[src/rtl/sdiv_frontend.sv]
// rtl/sdiv_frontend.sv - signed/unsigned division front-end for the iterative unsigned divider
// Converts a valid/ready request into start/done, takes magnitudes, restores signs and holds the result.
module sdiv_frontend #(
  parameter int W = 64
) (
  input  logic         i_clk,
  input  logic         i_rst,
  input  logic         i_in_valid,
  output logic         o_in_ready,
  input  logic [W-1:0] i_in_dividend,
  input  logic [W-1:0] i_in_divisor,
  input  logic         i_in_signed,
  output logic         o_out_valid,
  input  logic         i_out_ready,
  output logic [W-1:0] o_out_quotient,
  output logic [W-1:0] o_out_remainder,
  output logic         o_out_dbz,
  output logic         o_div_start,
  output logic [W-1:0] o_div_dividend,
  output logic [W-1:0] o_div_divisor,
  input  logic [W-1:0] i_div_quotient,
  input  logic [W-1:0] i_div_remainder,
  input  logic         i_div_done
);

  typedef enum logic [1:0] {S_IDLE, S_START, S_WAIT, S_OUT} state_t;

  state_t       r_state;
  state_t       w_next;
  logic [W-1:0] r_mag_a;
  logic [W-1:0] r_mag_b;
  logic [W-1:0] r_raw_a;
  logic [W-1:0] r_q;
  logic [W-1:0] r_r;
  logic         r_neg_q;
  logic         r_neg_r;
  logic         r_dbz;
  logic         r_out_dbz;

  logic         w_accept;
  logic         w_load_div;
  logic         w_load_dbz;
  logic         w_sign_a;
  logic         w_sign_b;
  logic [W-1:0] w_abs_a;
  logic [W-1:0] w_abs_b;

  assign w_sign_a = i_in_signed & i_in_dividend[W-1];
  assign w_sign_b = i_in_signed & i_in_divisor[W-1];
  assign w_abs_a  = w_sign_a ? -i_in_dividend : i_in_dividend;
  assign w_abs_b  = w_sign_b ? -i_in_divisor  : i_in_divisor;

  always_ff @(posedge i_clk or posedge i_rst) begin
    if (i_rst) r_state <= S_IDLE;
    else       r_state <= w_next;
  end

  // div_done is only looked at in S_WAIT, so a level left high from the previous run is harmless
  always_comb begin
    w_next      = r_state;
    o_in_ready  = 1'b0;
    o_out_valid = 1'b0;
    o_div_start = 1'b0;
    w_accept    = 1'b0;
    w_load_div  = 1'b0;
    w_load_dbz  = 1'b0;
    case (r_state)
      S_IDLE: begin
        o_in_ready = 1'b1;
        if (i_in_valid) begin
          w_accept = 1'b1;
          w_next   = S_START;
        end
      end
      S_START: begin
        if (r_dbz) begin
          w_load_dbz = 1'b1;
          w_next     = S_OUT;
        end else begin
          o_div_start = 1'b1;
          w_next      = S_WAIT;
        end
      end
      S_WAIT: begin
        if (i_div_done) begin
          w_load_div = 1'b1;
          w_next     = S_OUT;
        end
      end
      S_OUT: begin
        o_out_valid = 1'b1;
        if (i_out_ready) w_next = S_IDLE;
      end
      default: w_next = S_IDLE;
    endcase
  end

  always_ff @(posedge i_clk or posedge i_rst) begin
    if (i_rst) begin
      r_mag_a   <= '0;
      r_mag_b   <= '0;
      r_raw_a   <= '0;
      r_neg_q   <= 1'b0;
      r_neg_r   <= 1'b0;
      r_dbz     <= 1'b0;
      r_q       <= '0;
      r_r       <= '0;
      r_out_dbz <= 1'b0;
    end else begin
      if (w_accept) begin
        r_mag_a <= w_abs_a;
        r_mag_b <= w_abs_b;
        r_raw_a <= i_in_dividend;
        r_neg_q <= w_sign_a ^ w_sign_b;
        r_neg_r <= w_sign_a;
        r_dbz   <= (i_in_divisor == '0);
      end
      if (w_load_dbz) begin
        r_q       <= '1;
        r_r       <= r_raw_a;
        r_out_dbz <= 1'b1;
      end
      if (w_load_div) begin
        r_q       <= r_neg_q ? -i_div_quotient  : i_div_quotient;
        r_r       <= r_neg_r ? -i_div_remainder : i_div_remainder;
        r_out_dbz <= 1'b0;
      end
    end
  end

  assign o_out_quotient  = r_q;
  assign o_out_remainder = r_r;
  assign o_out_dbz       = r_out_dbz;
  assign o_div_dividend  = r_mag_a;
  assign o_div_divisor   = r_mag_b;

endmodule

[config.mk]
export PLATFORM = sky130hd
export DESIGN_NAME = sdiv_frontend
export DESIGN_NICKNAME = d
export VERILOG_FILES = /design/src/rtl/sdiv_frontend.sv
export SDC_FILE = /design/constraint.sdc
export NUM_CORES = 1
export LEC_CHECK = 0
export CAP_MARGIN = 0
export CORE_AREA = 2 2 200 202
export DETAILED_ROUTE_END_ITERATION = 7
export DIE_AREA = 0 0 202 204
export GPL_TIMING_DRIVEN = 0
export PLACE_DENSITY = 0.77
export REMOVE_ABC_BUFFERS = 1
export SYNTH_ARGS = -nofsm -noshare
export SYNTH_HDL_FRONTEND = slang
export SYNTH_SLANG_ARGS = --single-unit
[constraint.sdc]
create_clock -name i_clk -period 21 [get_ports i_clk]
set_input_delay 4.2 -clock i_clk [delete_from_list [all_inputs] [get_ports i_clk]]
set_output_delay 4.2 -clock i_clk [all_outputs]
set_load 0.005 [all_outputs]
==> flow_metrics.env <==
export IMPL_outcome="completed"
export IMPL_layout_min_cycle_time_ns=7.500
export IMPL_critPathSlowestCell="nor4_2"
export IMPL_grt_pass1_wl_um=104400
export IMPL_maxCapViolations=0
export IMPL_clk_latency_ns=0.56
export IMPL_post_synth_inst_count=2188
export IMPL_grt_overflow=0
export IMPL_io_pins=522
export IMPL_worstPathMaxFanout=10
export IMPL_routed_wl_um=67760
export IMPL_cts_num_sinks=325
export IMPL_die_h_um=204
export IMPL_dr_first_iter_drc_count=1382
export IMPL_dr_max_layer_used="met5"
export IMPL_fp_dieArea_um2=41210
export IMPL_drive_gt1_frac=0.03723
export IMPL_p_leak_nw=10.23
export IMPL_antenna_found_initial=7
export IMPL_p_per_area_nw_per_um2=124.7
export IMPL_grt_use_total=0.3252
export IMPL_crit_path_max_incr_delay_ns=1.20
export IMPL_h_tree_depth=2
export IMPL_drv_slew=0
export IMPL_max_freq_mhz=133.3
export IMPL_hold_path_class="reg2reg"
export IMPL_ctsLongestPathBuffers=3
export IMPL_start_kind="input pin"
export IMPL_nets=2903
export IMPL_initial_utilization=0.4656
export IMPL_syn_area_per_cell_um2=8.338
export IMPL_synth_cell_type_count=62
export IMPL_cts_resized=0
export IMPL_coreArea_um2=39180
export IMPL_grt_pass1_vias=17870
export IMPL_routabilityCongestion=0.9700
export IMPL_ys_warn_count=0
export IMPL_relSlewSlack=0.1131
export IMPL_irDropWorstVdd_v=0.00008311
export IMPL_cts_tree="built"
export IMPL_wl_met3_um=6334
export IMPL_postLayoutCellArea_um2=25160
export IMPL_synth_edf_count=0
export IMPL_drc=0
export IMPL_fin_crit_sh=0.3571
export IMPL_critPathBufInv=2
export IMPL_drt_wirelength_per_cell_um=21.24
export IMPL_setup_viol=0
export IMPL_wl_met2_um=32000
export IMPL_synthFlopType="dfrtp_1"
export IMPL_synth_fa_ha_area_frac=0.005487
export IMPL_synth_xor_area_frac=0.1157
export IMPL_row_count=73
export IMPL_vias_per_cell=5.719
export IMPL_drtAntennaViolNets=0
export IMPL_vias=18250
export IMPL_synthMuxAreaShare=0.001715
export IMPL_finClkSkew_ns=0.02027
export IMPL_hold_viol_final=0
export IMPL_path_class="in2reg"
export IMPL_rsz0062_at_grt="false"
export IMPL_cp_required_ns=21.43
export IMPL_cts_setup_buffers=0
export IMPL_hpwlAfterDp_um=50070
export IMPL_fin_setup_tns_ns=0
export IMPL_async_flop_share=1.000
export IMPL_endpoint_kind="flip-flop"
export IMPL_met1Wirelength_um=26170
export IMPL_holdBufCountCts=0
export IMPL_worstPathArrival_ns=7.93
export IMPL_seq_area_frac_synth=0.4458
export IMPL_synth_top_family_by_area="simple AND/OR/NAND/NOR gates"
export IMPL_grt_max_degree=105
export IMPL_netlist_area_um2=18240
export IMPL_cts_root_buf="clkbuf_16"
export IMPL_crit_family="simple AND/OR/NAND/NOR gates"
export IMPL_cts_clk_slew_worst_paths_ns=0.06
export IMPL_worstPathCellList="clkdlybuf4s50_1, inv_1, ha_1, nor3b_1, nand4b_1, nor4_2, a31oi_1, xnor2_1, o21ai_0"
export IMPL_tightest_slew_ns=1.320
export IMPL_area_growth_pct=37.92
export IMPL_port_buffers=521
export IMPL_ys_seq_elements=325
export IMPL_synth_simple_area_share=0.2424
export IMPL_dr_pass1_iters=6
export IMPL_cts_buffers=39
export IMPL_dpl_instance_area_um2=23900
export IMPL_synth_compound_area_frac=0.1543
export IMPL_die_x_um=202
-- layout make-up --
| class | instances | area [um2] |
|---|---|---|
| fillers | 3295 | 14020 |
| multi-input cells | 1710 | 9514 |
| flip-flops and latches | 325 | 8135 |
| repair buffers | 532 | 5488 |
| clock buffers | 60 | 1187 |
| well taps | 525 | 656.9 |
| inverters | 25 | 101.3 |
| clock inverters | 7 | 60.06 |
| diodes | 7 | 17.52 |
-- power by group --
| group | switching, mW | internal [mW] |
|---|---|---|
| clock | 0.274 | 0.399 |
| sequential | 0.176 | 0.918 |
| combinational | 0.658 | 0.713 |
-- tightest hold or removal path: cells and delay by family (launching register included) --
| kind | cells | cell delay, ns |
|---|---|---|
| flops | 1 | 0.34 |
| simple gates | 2 | 0.10 |
-- state kept, by name, indices dropped and copies added (netlist names) --
signal           count
o_div_dividend      64
o_div_divisor       64
o_out_dbz            1
o_out_quotient      64
o_out_remainder     64
r_dbz                1
r_neg_q              1
r_neg_r              1
r_raw_a             63
r_state              2
-- path summary, 6_finish.rpt --
path                                  startpoint            endpoint  slack (ns)  cells after the start
worst max-delay path            i_in_dividend[1]  o_div_dividend[56]       13.50                      9
worst min-delay path                 r_raw_a[22]         r_raw_a[22]        0.48                      2
worst max register to register        r_state[0]  o_out_quotient[24]       18.16                      7
worst min register to register       r_raw_a[22]         r_raw_a[22]        0.48                      2
max in group asynchronous                  i_rst  o_div_dividend[62]       15.70                      4
min in group asynchronous                  i_rst   o_div_dividend[7]        4.03                      2
-- cells by family (layout without fill, tap and decap cells) --
kind of cell             after synthesis  count (layout)
other                                  0               7
buffers and inverters                153             624
multiplexers                           3               3
AND/OR/NAND/NOR                      977             977
AO/OA/AOI/OAI                        481             481
adder cells (fa/ha/maj)                8               8
flip-flops                           325             325
XOR/XNOR                             241             241
-- placed cells by master (no fill, tap or decap), types with 4 or more instances in the layout --
master	Yosys	final
a21oi_1	156	156
a31oi_1	41	41
and2_1	7	4
and3_1	49	49
buf_12	0	4
buf_16	0	7
clkbuf_1	111	10
clkbuf_16	0	41
clkbuf_8	1	9
clkdlybuf4s50_1	0	521
clkinv_2	0	6
dfrtp_1	325	323
diode_2	0	7
ha_1	8	8
inv_1	25	24
nand2_1	514	508
nand2b_1	8	8
nand3_1	28	28
nand4_1	15	15
nand4b_1	9	9
nor2_1	167	167
nor3_1	62	62
nor4_1	35	35
o21ai_0	173	173
o31ai_1	55	55
o41ai_1	29	29
or2_2	6	6
or3_1	29	29
or4_1	25	25
xnor2_1	100	100
xor2_1	141	141
-- cells in the mapped netlist (9+ instances only) --
library cell / count / area [um2]
or3_1: 29 / 181.4
and3_1: 49 / 306.5
a31oi_1: 41 / 256.5
o21ai_0: 173 / 865.8
dfrtp_1: 325 / 8133
clkbuf_1: 111 / 416.7
nor4_1: 35 / 219.0
o41ai_1: 29 / 254.0
inv_1: 25 / 93.84
nor2_1: 167 / 626.9
or4_1: 25 / 187.7
nand4_1: 15 / 93.84
nand2_1: 514 / 1929
o31ai_1: 55 / 412.9
a21oi_1: 156 / 780.8
xor2_1: 141 / 1235
xnor2_1: 100 / 875.8
nor3_1: 62 / 310.3
nand3_1: 28 / 140.1
nand4b_1: 9 / 78.83
-- per-layer routing --
metal / GRT usage / vias up
met3: 0.08243 / 178
met2: 0.5446 / 916
met1: 0.3973 / 8661
li1: - / 8492
met4: 0.1444 / 2
met5: 0 / -
-- stage by stage --
step | power [mW] | cells | util | hold slack (ns) | worst slack, ns
after floorplan | 1.685 | 2060 | - | 0.4450 | 7.802
after global placement | 2.447 | 3106 | 0.6017 | 0.4588 | 3.424
after detailed placement | 2.460 | 3117 | 0.6098 | 0.4624 | 13.14
after CTS | 3.151 | 3184 | 0.6417 | 0.4764 | 13.69
after global routing | 3.345 | 3190 | 0.6420 | 0.5027 | 13.28
final | 3.138 | 3191 | 0.6421 | 0.4752 | 13.50
No activity file was read; power rests on OpenSTA's default activity.
